[src/rtl/pushbutton_capture_slave.sv]
// Avalon-MM slave that synchronizes and debounces 4 push buttons and 16 switches,
// latches press events into a sticky EDGE register, counts presses and raises a masked irq.
module pushbutton_capture_slave #(
    parameter int DEBOUNCE_CYCLES = 50000
) (
    input  logic        clk,
    input  logic        reset_n,
    input  logic [1:0]  avs_address,
    input  logic        avs_read,
    input  logic        avs_write,
    input  logic [31:0] avs_writedata,
    output logic [31:0] avs_readdata,
    output logic        avs_readdatavalid,
    input  logic [3:0]  buttons_n,
    input  logic [15:0] switches,
    output logic        irq
);

    localparam int              NBITS    = 20;
    localparam logic [15:0]     CNT_LAST = 16'(DEBOUNCE_CYCLES - 1);
    localparam logic [NBITS-1:0] IDLE_LVL = {16'h0000, 4'hF};

    logic [NBITS-1:0] r_sync_p0;
    logic [NBITS-1:0] r_sync_p1;
    logic [NBITS-1:0] r_db;
    logic [15:0]      r_cnt [NBITS];
    logic [NBITS-1:0] w_cnt_hit;
    logic [NBITS-1:0] w_db_next;
    logic [3:0]       w_press;

    logic [3:0]       r_edge;
    logic [3:0]       r_mask;
    logic [15:0]      r_press_cnt;
    logic             r_irq;
    logic [31:0]      r_rdata;
    logic             r_rdv;
    logic [3:0]       w_edge_clr;
    logic [31:0]      w_rd_mux;
    logic             w_unused_wdata;

    assign w_unused_wdata = ^avs_writedata[31:4];

    // Stage p0/p1: two-flop synchronizer; buttons idle high, switches idle low
    always_ff @(posedge clk) begin
        if (!reset_n) begin
            r_sync_p0 <= IDLE_LVL;
            r_sync_p1 <= IDLE_LVL;
            r_db      <= IDLE_LVL;
        end else begin
            r_sync_p0 <= {switches, buttons_n};
            r_sync_p1 <= r_sync_p0;
            r_db      <= w_db_next;
        end
    end

    always_comb begin
        w_cnt_hit = '0;
        for (int i = 0; i < NBITS; i++) begin
            w_cnt_hit[i] = (r_sync_p1[i] != r_db[i]) && (r_cnt[i] == CNT_LAST);
        end
    end

    // A hit implies the synchronized level differs, so toggling accepts it
    assign w_db_next = r_db ^ w_cnt_hit;
    assign w_press   = w_cnt_hit[3:0] & r_db[3:0];

    always_ff @(posedge clk) begin
        if (!reset_n) begin
            for (int i = 0; i < NBITS; i++) begin
                r_cnt[i] <= '0;
            end
        end else begin
            for (int i = 0; i < NBITS; i++) begin
                if ((r_sync_p1[i] == r_db[i]) || w_cnt_hit[i]) begin
                    r_cnt[i] <= '0;
                end else begin
                    r_cnt[i] <= r_cnt[i] + 16'd1;
                end
            end
        end
    end

    assign w_edge_clr = (avs_write && (avs_address == 2'd1)) ? avs_writedata[3:0] : 4'h0;

    // Press set dominates a same-cycle write-1-to-clear
    always_ff @(posedge clk) begin
        if (!reset_n) begin
            r_edge      <= '0;
            r_mask      <= '0;
            r_press_cnt <= '0;
            r_irq       <= 1'b0;
        end else begin
            r_edge <= (r_edge & ~w_edge_clr) | w_press;
            if (avs_write && (avs_address == 2'd2)) begin
                r_mask <= avs_writedata[3:0];
            end
            if (|w_press) begin
                r_press_cnt <= r_press_cnt + 16'd1;
            end
            r_irq <= |(r_edge & r_mask);
        end
    end

    always_comb begin
        w_rd_mux = '0;
        case (avs_address)
            2'd0:    w_rd_mux = {12'h000, r_db[19:4], ~r_db[3:0]};
            2'd1:    w_rd_mux = {28'h0, r_edge};
            2'd2:    w_rd_mux = {28'h0, r_mask};
            default: w_rd_mux = {16'h0000, r_press_cnt};
        endcase
    end

    // Stage p1: read response one cycle after the request, zero when idle
    always_ff @(posedge clk) begin
        if (!reset_n) begin
            r_rdv   <= 1'b0;
            r_rdata <= '0;
        end else begin
            r_rdv   <= avs_read;
            r_rdata <= avs_read ? w_rd_mux : 32'h0;
        end
    end

    assign avs_readdata      = r_rdata;
    assign avs_readdatavalid = r_rdv;
    assign irq               = r_irq;

endmodule

[config.mk]
export PLATFORM = sky130hd
export DESIGN_NAME = pushbutton_capture_slave
export DESIGN_NICKNAME = d
export VERILOG_FILES = /design/src/rtl/pushbutton_capture_slave.sv
export SDC_FILE = /design/constraint.sdc
export NUM_CORES = 1
export LEC_CHECK = 0
export ABC_AREA = 1
export BUFFER_PORTS_ARGS = -buffer_cell sky130_fd_sc_hd__buf_2
export CAP_MARGIN = 0
export CORE_ASPECT_RATIO = 1.2
export CORE_MARGIN = 2
export CORE_UTILIZATION = 47
export DETAILED_ROUTE_END_ITERATION = 6
export HOLD_SLACK_MARGIN = 0.02
export PLACE_DENSITY = 0.59
export SYNTH_ARGS = -nofsm -noshare
export SYNTH_HDL_FRONTEND = slang
export SYNTH_SLANG_ARGS = --single-unit
[constraint.sdc]
create_clock -name clk -period 2.1 [get_ports clk]
set_input_delay 0.42 -clock clk [delete_from_list [all_inputs] [get_ports clk]]
set_output_delay 0.42 -clock clk [all_outputs]
set_load 0.03 [all_outputs]
# ---- After elaboration in Yosys (flattened, before gate mapping)
# Memory sizes are Yosys's and may differ from the RTL's.
# Index checks and enable logic that the tools add are counted.
dict set report classes {
  n_addsub 21
  eq_ne 62
  mux 163
  bitwise_logic 47
  reduce_logical 46
}
# cell count
set op_table {}
lappend op_table {{16-bit two-way mux} 40}
lappend op_table {{16-bit by 1-bit adder with 16-bit output (second input constant)} 21}
lappend op_table {{16-bit == test (second input constant)} 20}
lappend op_table {{1-bit two-way mux} 121}
lappend op_table {{20-bit one-hot mux with 3 select lines} 1}
lappend op_table {{1-bit bitwise OR} 40}
lappend op_table {{1-bit logical AND} 22}
lappend op_table {{1-bit == test} 20}
lappend op_table {{1-bit logical OR} 20}
lappend op_table {{1-bit != test} 20}
lappend op_table {{20-bit XOR} 1}
lappend op_table {{4-bit bitwise AND} 3}
lappend op_table {{4-bit inverter} 2}
lappend op_table {{4-bit OR reduction} 2}
lappend op_table {{4-bit two-way mux} 1}
lappend op_table {{4-bit bitwise OR} 1}
lappend op_table {{2-bit by 1-bit == test with 1-bit output (second input constant)} 1}
lappend op_table {{2-bit == test (second input constant)} 1}
lappend op_table {{2-bit zero test} 1}
lappend op_table {{2-bit AND reduction} 1}
dict set report word_totals {
  ff_bits 118
  ramBits 320
  in_bits 58
  output_inout_bits 34
  wordCells 349
  n_memories 1
}
# memory words word_bits rd rd_ports_with_merged_regs write_ports line_no
set mem_list {}
lappend mem_list {r_cnt 20 16 20 0 20 26} ;# logic [15:0] r_cnt [NBITS];

# ---- Logic depth before layout (Yosys ltp)
# Gate-level depths: netlist of the first run.
# An unclocked memory read counts as a cell.
dict set report depth {
  depth_word 9
  ltp_mapped 11
  mapped_depth_nobuf 11
}

# ---- Worst setup path after synthesis of the first run
# OpenSTA, ideal clock, no wires.
dict set report synth_path {
  path_kind {register to register}
  start {memory r_cnt[8][0], in the netlist r_cnt[2][0]}
  end {memory r_cnt[8][15], in the netlist r_cnt[2][15], data pin}
  setup_time_ps 254
  t_arrival_ps 1420
  t_required_ps 1846
  slack_ps 425
  path_stages_with_launch 10
  n_path_buf 1
  period_less_slack_ps 1675
  path_cell_list {edfxtp_1 > ha_1 > nand2_2 > nor2_4 > nand2_1 > nor3_2 > nand4_1 > nand2_2 > buf_6 > nor2_2}
}
# item line_no
set synth_lines {}
lappend synth_lines {{start: declaration} 26}

==> impl_metrics.py, run 1 <==
metrics = {
    "worst_setup_path": {
        "cp.required_ps": 2410,
        "crit_start": "r_cnt[3][0]",
        "rr_worst_depth": 8,
        "path_max_fanout": 16,
        "worst_r2r_startpoint": "r_cnt[3][0]",
        "r2r_end": "r_cnt[3][13]",
        "criticalPathCategory": "reg -> reg",
        "r2r_slack_ps": 260,
        "start_kind": "flip-flop",
        "worst_setup_path_end_kind": "flip-flop",
        "cp.arrival_ps": 2160,
    },
    "hold_path": {
        "hold-path-endpoint": "r_sync_p0[8]",
        "min_path_cells": 3,
        "hp-class": "in -> reg",
        "hp-start": "switches[4]",
    },
    "clock_tree": {
        "tritoncts": "built",
        "cts_made_buffers": 47,
        "root_buffer": "clkbuf_16",
        "post_cts_buffers": 0,
        "cts.sinks": 426,
        "clock_tree.buffer_depth": 3,
        "h-tree-depth": 2,
        "clkTransAtPathRegs_ps": 60,
        "clock_latency_ps": 580,
    },
    "layout": {
        "finalNonFillerCells": 3637,
        "layout_common_cells": "nand2_1 (456), inv_1 (333), conb_1 (332), nor2_1 (325), edfxtp_1 (320)",
        "diodes": 0,
        "mostFrequentLayoutCell": "nand2_1",
        "fill_cells": 4403,
        "regArea_sq_um": 11700,
        "multi_input_area_sq_um": 10300,
        "final_nets": 3055,
        "drive_gt1_frac": 0.101,
        "syn_to_final_growth_pct": 17.5,
    },
    "placement": {
        "dp_hpwl_microns": 30600,
        "io_buffers": 51,
        "dp_cells": 3539,
        "gp_congestion": 0.861,
    },
    "route": {
        "initialDrtViolationCount": 920,
        "ant_nets": 0,
        "wire_per_inst_microns": 11.4,
        "num_vias": 17253,
        "wl_microns": 41600,
        "drc_errors": 0,
        "vias_per_cell": 4.74,
        "first_pass_iters": 6,
    },
    "sta": {
        "fmax_ghz": 0.542,
        "finalHoldViolCount": 0,
        "tns_ps": 0,
        "rsz0062_at_grt": "false",
        "slew_headroom": 0.516,
        "holdWs_ps": 53.9,
        "finalSetupViolCount": 0,
        "finalClockSkew_ps": 24.3,
        "min_period_ps": 1840,
        "worstMarginPinSlew_ps": 724,
        "fin_crit_sh": 0.878,
        "slew_violations": 0,
    },
    "global_routing": {
        "antenna_found_initial": 0,
        "track_usage": 0.173,
        "grt_pass1_vias": 16581,
        "grt_max_degree": 32,
        "overflow": 0,
        "grt_pass1_wl_microns": 72500,
    },
    "floorplan": {
        "io_pins": 92,
        "die_w_microns": 203,
        "die_h_microns": 243,
        "dieArea_sq_um": 49400,
        "core_area_sq_um": 47000,
        "start_util": 0.476,
        "num_rows": 87,
    },
    "yosys": {
        "async_reset_ff_frac": 0,
        "synth_cells": 2558,
        "synth.distinct_cells": 49,
        "syn_area_sq_um": 22400,
        "yosysWarningCount": 0,
        "synth_ff_type": "edfxtp_1",
        "synth.avg_cell_area_sq_um": 8.76,
        "synth_edf_count": 320,
        "ys_seq_elements": 426,
        "yosysSeqAreaShare": 0.524,
    },
    "power": {
        "ir_worst_vdd_uv": 647,
        "p_int_mw": 14.6,
        "power_mw": 18.7,
        "p_leak_nw": 10.9,
        "p_sw_mw": 4.15,
        "p_comb_frac": 0.045,
        "pwr-share-clk": 0.441,
        "p_per_area_nw_per_um2": 712,
        "p_sw_frac": 0.222,
        "seqPwrFrac": 0.514,
    },
    "job": {
        "drv_cap": 0,
    },
    "run_status": {
        "outcome": "completed",
    },
}
## flip-flops by register name, indices dropped and copies added, names as in the netlist, named ones only
name,cells
r_edge,4
r_sync_p0,20
r_cnt,320
r_sync_p1,20
r_press_cnt,16
avs_readdata,20
irq,1
avs_readdatavalid,1
r_mask,4
## layer usage
layer	vias up	global-route usage	routed length, microns	part of all wire
met5	-	0	0	0
met4	0	0.0535	1000	0.024
met3	69	0.0303	1390	0.033
met2	217	0.300	20000	0.48
met1	7898	0.219	19300	0.46
li1	9069	-	-	-
## power groups by stage
stage / sequential, mW / clock (mW) / combinational, mW
global route: 9.66 / 8.87 / 0.992
global placement: 9.79 / 0 / 0.809
floorplan: 9.73 / 0 / 0.662
CTS: 9.62 / 8.58 / 0.840
finish: 9.62 / 8.25 / 0.850
detailed placement: 9.80 / 0 / 0.819
## synth_stat cells (all sizes together) (10+ instances only)
library cell | instances | area share
a21oi | 158 | 0.036
or2 | 33 | 0.0092
inv | 346 | 0.058
edfxtp | 320 | 0.43
nand2 | 476 | 0.082
nor2 | 379 | 0.071
o211ai | 10 | 0.0038
buf | 43 | 0.013
nor4 | 30 | 0.0093
nand3 | 149 | 0.036
o21ai | 51 | 0.011
xnor2 | 25 | 0.0098
nor3b | 38 | 0.014
ha | 21 | 0.012
nand4 | 70 | 0.020
xor2 | 96 | 0.038
nor3 | 165 | 0.042
dfxtp | 106 | 0.095
## critical path, stage by stage (launching register included)
cell	delay [ps]
edfxtp_1	370
ha_1	170
nand2_1	110
nor2_2	180
nand2_2	80
nor3_2	110
nand4_1	170
nand2_2	300
nor3b_1	90
## what timing repair did
action	in CTS	in global routing
gates resized for setup	0	3
hold buffers	11	0
hold endpoints to repair	11	0
setup endpoints to repair	0	11
## cell families after synthesis
logic type	synth area share
flip-flops	0.524
XOR/XNOR	0.0473
adder cells (fa/ha/maj)	0.0117
buffers and inverters	0.0726
AND/OR/NAND/NOR	0.287
AO/OA/AOI/OAI	0.0571
other	0.000335
## metrics by stage
| stage | util | cell area [sq um] | worst slack, ps |
|---|---|---|---|
| after floorplan | - | 23600 | 425 |
| after global placement | 0.523 | 24600 | 231 |
| after detailed placement | 0.523 | 24600 | 176 |
| after CTS | 0.559 | 26300 | 153 |
| after global routing | 0.560 | 26300 | 33.0 |
| final | 0.560 | 26300 | 255 |
## final cells by class
type	instances	area share
Sequential cell	426	0.446
Clock inverter	20	0.00471
Tap cell	623	0.0296
Clock buffer	67	0.0554
Timing Repair Buffer	90	0.0234
Multi-Input combinational cell	2064	0.392
Inverter	347	0.0495
## how the worst max path moves through the flow
stage                              end  slack, ps  cells after the start
after detailed placement  r_cnt[3][60]        180                      8
after CTS                 r_cnt[3][60]        150                      8
after global placement     r_cnt[3][2]        230                      8
after global routing      r_cnt[3][22]         30                      7
after floorplan           r_cnt[2][15]        430                      9
final                     r_cnt[3][13]        260                      8
(Power assumes the default switching activity.)
==> run 2: changes to the inputs <==
==> constraint.sdc (replaced) <==
create_clock -name clk -period 1.8 [get_ports clk]
set_input_delay 0.36 -clock clk [delete_from_list [all_inputs] [get_ports clk]]
set_output_delay 0.36 -clock clk [all_outputs]
set_load 0.03 [all_outputs]
==> run 2 against run 1 <==
The run now ends with setup timing left. Hold slack improved by 46 ps. Fmax is 1.4% higher. Critical path depth is 1 higher. Die area did not move. Largest cell class unchanged.
==> impl_metrics.py, run 2 (synthesized netlist as in run 1, its figures left out) <==
metrics = {
    "run_status": {
        "outcome": "complete, but fails checks",
        "violations": "setup timing",
    },
    "route": {
        "wl_microns": 44700,
        "ant_nets": 0,
        "num_vias": 17774,
        "vias_per_cell": 4.78,
        "initialDrtViolationCount": 809,
        "wire_per_inst_microns": 12.0,
        "drc_errors": 0,
        "first_pass_iters": 6,
    },
    "worst_setup_path": {
        "cp.required_ps": 2120,
        "path_max_fanout": 8,
        "cp.arrival_ps": 2140,
        "start_kind": "flip-flop",
        "critPathTopFamily": "simple AND/OR/NAND/NOR gates",
        "crit_top_cell": "nand2_2",
        "path_cells": "ha_2 -> nand2_2 -> nor2_4 -> nand2_2 -> nor3_2 -> nand4_1 -> nand2_2 -> clkbuf_16 -> nor2_2",
        "criticalPathCategory": "reg -> reg",
        "cp_slowest_cell": "edfxtp_1",
        "path_buf_inv": 1,
        "worst_setup_path_end_kind": "flip-flop",
        "slowest_delay_ps": 380,
    },
    "clock_tree": {
        "cts.sinks": 426,
        "cts_made_buffers": 45,
        "clkTransAtPathRegs_ps": 60,
        "tritoncts": "built",
        "root_buffer": "clkbuf_16",
        "h-tree-depth": 2,
        "clock_tree.buffer_depth": 3,
        "clock_latency_ps": 570,
    },
    "sta": {
        "slew_violations": 0,
        "min_period_ps": 1820,
        "fmax_ghz": 0.550,
        "finalClockSkew_ps": 11.8,
        "slew_headroom": 0.626,
        "fin_crit_sh": 1.01,
        "setup_slack_ps": -19.4,
        "finalSetupViolCount": 6,
        "rsz0062_at_grt": "true",
        "worstMarginPinSlew_ps": 560,
        "finalHoldViolCount": 0,
    },
    "floorplan": {
        "start_util": 0.476,
        "die_w_microns": 203,
        "core_area_sq_um": 47000,
        "num_rows": 87,
        "io_pins": 92,
        "dieArea_sq_um": 49400,
        "die_h_microns": 243,
    },
    "layout": {
        "layout_common_cells": "nand2_1 (446), conb_1 (332), inv_1 (329), edfxtp_1 (320), nor2_1 (299)",
        "post-route-cell-area_sq_um": 27500,
        "mostFrequentLayoutCell": "nand2_1",
        "syn_to_final_growth_pct": 23.0,
        "final_nets": 3135,
        "largest_register_ffs": 320,
        "diodes": 0,
        "fill_cells": 4223,
        "drive_gt1_frac": 0.147,
        "regMostFlops": "r_cnt",
    },
    "power": {
        "p_per_area_nw_per_um2": 806,
        "ir_worst_vdd_uv": 655,
        "power_mw": 22.2,
        "p_leak_nw": 11.4,
    },
    "hold_path": {
        "hp-class": "in -> reg",
    },
    "placement": {
        "placed_area_sq_um": 25100,
        "gp_congestion": 0.872,
        "io_buffers": 51,
        "dp_hpwl_microns": 32000,
    },
    "job": {
        "drv_cap": 0,
    },
    "global_routing": {
        "track_usage": 0.177,
        "antenna_found_initial": 0,
        "grt_pass1_wl_microns": 73900,
        "grt_pass1_vias": 16863,
        "overflow": 0,
        "grt_max_degree": 32,
    },
}
## run 2: timing repair
item / CTS / global route
pin swaps: 0 / 27
setup endpoints to repair: 22 / 244
setup buffers: 1 / 17
resized for setup: 2 / 104
gates cloned: 0 / 6
hold buffers: 20 / 0
endpoints found under the hold margin: 20 / 0
## run 2: worst paths after layout
| path | from | to | slack, ps | cells past startpoint |
|---|---|---|---|---|
| min reg2reg | r_sync_p0[4] | r_sync_p1[4] | 410 | 2 |
| min | avs_writedata[0] | r_mask[0] | 100 | 3 |
| max | r_cnt[3][0] | r_cnt[3][5] | -20 | 9 |
| max reg2reg | r_cnt[3][0] | r_cnt[3][5] | -20 | 9 |
## run 2: cell type report
| type | count | area (sq um) | share of cell area |
|---|---|---|---|
| inverters | 347 | 1300 | 0.0473 |
| repair buffers | 168 | 1380 | 0.0502 |
| flip-flops and latches | 426 | 11700 | 0.426 |
| multi-input cells | 2068 | 10700 | 0.390 |
| well taps | 623 | 779 | 0.0283 |
| clock buffers | 70 | 1480 | 0.0536 |
| clock inverters | 14 | 129 | 0.00468 |
## run 2: power breakdown
group | switching (mW) | leakage (nW) | internal [mW]
logic | 0.734 | 6.40 | 0.397
clock network | 3.91 | 0.797 | 5.94
registers | 0.307 | 4.16 | 10.9
## run 2: layer usage
metal  track usage  part of all wire
met5             0                 0
met4        0.0640             0.029
met3        0.0279             0.034
met2         0.309              0.49
met1         0.222              0.45
## run 2: worst reg2reg max path: cells and delay by family, from the launching register on
kind | cells | cell delay [ps]
simple gates | 7 | 790
flops | 1 | 380
fa+ha+maj | 1 | 210
buf+inv | 1 | 190
## run 2: metrics by stage
stage               TNS, ps  utilization  std cells  worst slack, ps  hold WS, ps
finish                -50.6        0.586       3716            -19.4          100
global placement          0        0.534       3588             18.5          393
detailed placement    -32.0        0.534       3588            -23.6          399
global route          -2020        0.586       3716             -120         91.4
floorplan                 0            -       2888              125          390
CTS                       0        0.573       3693             15.2         60.7
==> run 3: changes to the inputs <==
--- a/config.mk
+++ b/config.mk
@@ -14,6 +14,8 @@
 export DETAILED_ROUTE_END_ITERATION = 6
 export HOLD_SLACK_MARGIN = 0.02
 export PLACE_DENSITY = 0.59
+export RECOVER_POWER = 25
+export SLEW_MARGIN = 30
 export SYNTH_ARGS = -nofsm -noshare
 export SYNTH_HDL_FRONTEND = slang
 export SYNTH_SLANG_ARGS = --single-unit
==> run 3 against run 2 <==
The run still ends with setup timing left. Non-clock buffer count unchanged. Clock power hardly changed. Clock skew about the same.
==> impl_metrics.py, run 3 (synthesized netlist as in run 1, its figures left out) <==
metrics = {
    "run_status": {
        "outcome": "complete, but fails checks",
        "violations": "setup timing",
    },
    "hold_path": {
        "hold-path-endpoint": "r_mask[1]",
        "hp-class": "in -> reg",
        "hp-start": "avs_writedata[1]",
        "min_path_cells": 3,
    },
    "worst_setup_path": {
        "r2r_slack_ps": -20,
        "path_cells": "ha_2 -> nand2_2 -> nor2_4 -> nand2_2 -> nor3_2 -> nand4_1 -> nand2_2 -> clkbuf_16 -> nor2_2",
        "cp_slowest_cell": "edfxtp_1",
        "cp.arrival_ps": 2140,
        "cp.required_ps": 2120,
        "start_kind": "flip-flop",
        "criticalPathCategory": "reg -> reg",
        "crit_top_cell": "nand2_2",
        "worst_setup_path_end_kind": "flip-flop",
        "slowest_delay_ps": 380,
        "rr_worst_depth": 9,
        "path_max_fanout": 8,
        "worst_r2r_startpoint": "r_cnt[3][0]",
        "r2r_end": "r_cnt[3][5]",
    },
    "sta": {
        "worstMarginPinSlew_ps": 593,
        "holdWs_ps": 99.1,
        "rsz0062_at_grt": "true",
        "fmax_ghz": 0.550,
        "finalHoldViolCount": 0,
        "tns_ps": -52.3,
        "min_period_ps": 1820,
        "setup_slack_ps": -19.2,
        "finalClockSkew_ps": 11.5,
        "finalSetupViolCount": 6,
        "fin_crit_sh": 1.01,
        "slew_headroom": 0.605,
        "slew_violations": 0,
    },
    "placement": {
        "dp_hpwl_microns": 32000,
        "gp_congestion": 0.872,
        "io_buffers": 51,
        "dp_cells": 3588,
        "place_ws_ps": -23.6,
        "placed_area_sq_um": 25100,
    },
    "clock_tree": {
        "tritoncts": "built",
        "h-tree-depth": 2,
        "cts_made_buffers": 45,
        "clkTransAtPathRegs_ps": 60,
        "clock_tree.buffer_depth": 3,
        "clock_latency_ps": 570,
        "cts.sinks": 426,
        "root_buffer": "clkbuf_16",
    },
    "floorplan": {
        "core_area_sq_um": 47000,
        "dieArea_sq_um": 49400,
        "io_pins": 92,
        "die_h_microns": 243,
        "num_rows": 87,
        "start_util": 0.476,
        "die_w_microns": 203,
    },
    "power": {
        "p_int_mw": 17.2,
        "p_sw_mw": 4.95,
        "pwr-share-clk": 0.444,
        "p_comb_frac": 0.051,
        "seqPwrFrac": 0.506,
        "power_mw": 22.2,
        "p_per_area_nw_per_um2": 807,
        "p_sw_frac": 0.223,
        "ir_worst_vdd_uv": 656,
        "p_leak_nw": 11.3,
    },
    "route": {
        "wire_per_inst_microns": 12.0,
        "vias_per_cell": 4.78,
        "ant_nets": 0,
        "first_pass_iters": 5,
        "initialDrtViolationCount": 795,
        "drc_errors": 0,
        "num_vias": 17776,
        "wl_microns": 44600,
    },
    "global_routing": {
        "track_usage": 0.177,
        "antenna_found_initial": 0,
        "grt_max_degree": 32,
        "grt_pass1_vias": 16863,
        "overflow": 0,
        "grt_pass1_wl_microns": 73900,
    },
    "layout": {
        "finalNonFillerCells": 3716,
        "regMostFlops": "r_cnt",
        "post-route-cell-area_sq_um": 27500,
        "postLayoutCoreUtil": 0.584,
        "largest_register_ffs": 320,
        "drive_gt1_frac": 0.140,
        "layout_common_cells": "nand2_1 (447), conb_1 (332), inv_1 (329), edfxtp_1 (320), nor2_1 (303)",
        "syn_to_final_growth_pct": 22.7,
        "final_nets": 3135,
        "diodes": 0,
        "mostFrequentLayoutCell": "nand2_1",
    },
    "job": {
        "drv_cap": 0,
    },
}
==> run 3: changes by cell type in the layout (fill, tap and decap cells not counted), moves of 2 or more <==
| cell | change |
|---|---|
| clkbuf_1 | +16 |
| ha_2 | -2 |
| buf_4 | -2 |
| nor2_2 | -4 |
| ha_1 | +2 |
| nor2_1 | +4 |
| buf_2 | -14 |
==> run 3: worst max-delay path by stage <==
stage,start,endpoint,slack [ps]
after detailed placement,reset_n,r_cnt[0][50],-20
after global placement,r_cnt[1][12],r_cnt[1][15],20
final,r_cnt[3][0],r_cnt[3][5],-20
after floorplan,r_cnt[2][0],r_cnt[2][15],130
after global routing,r_cnt[3][0],r_cnt[3][5],-120
after CTS,r_cnt[0][0],r_press_cnt[3],20
==> run 3: final cells by class <==
type | instances | area, sq um
Inverter | 347 | 1300
Clock inverter | 14 | 129
Timing Repair Buffer | 168 | 1340
Sequential cell | 426 | 11700
Fill cell | 4237 | 19500
Clock buffer | 70 | 1480
Multi-Input combinational cell | 2068 | 10700
Tap cell | 623 | 779
==> run 3: power groups by stage <==
stage          Sequential (mW)  Combinational, mW  Clock [mW]
4_1_cts                   11.2               1.07        10.1
6_report                  11.2               1.12        9.85
2_1_floorplan             11.3              0.772           0
3_3_place_gp              11.4               1.01           0
5_1_grt                   11.3               1.29        10.5
3_5_place_dp              11.4               1.03           0
==> run 3: worst max-delay path: cells and delay by family (launching register included) <==
family	cells	cell delay (ps)
and+or+nand+nor	7	790
buffers and inverters	1	190
DFF	1	380
adders and majority gates	1	210
==> run 3: per-layer routing <==
metal | wire [microns] | GRT usage
met1 | 20000 | 0.222
met2 | 21900 | 0.309
met3 | 1480 | 0.0279
met4 | 1280 | 0.0640
met5 | 0 | 0
==> run 3: what timing repair did <==
action | CTS | global route
gates resized for setup | 2 | 104
buffers inserted | 1 | 17
pin swaps | 0 | 27
cloned | 0 | 6
setup endpoints to repair | 22 | 244
hold endpoints to repair | 20 | 0
hold buffers | 20 | 0
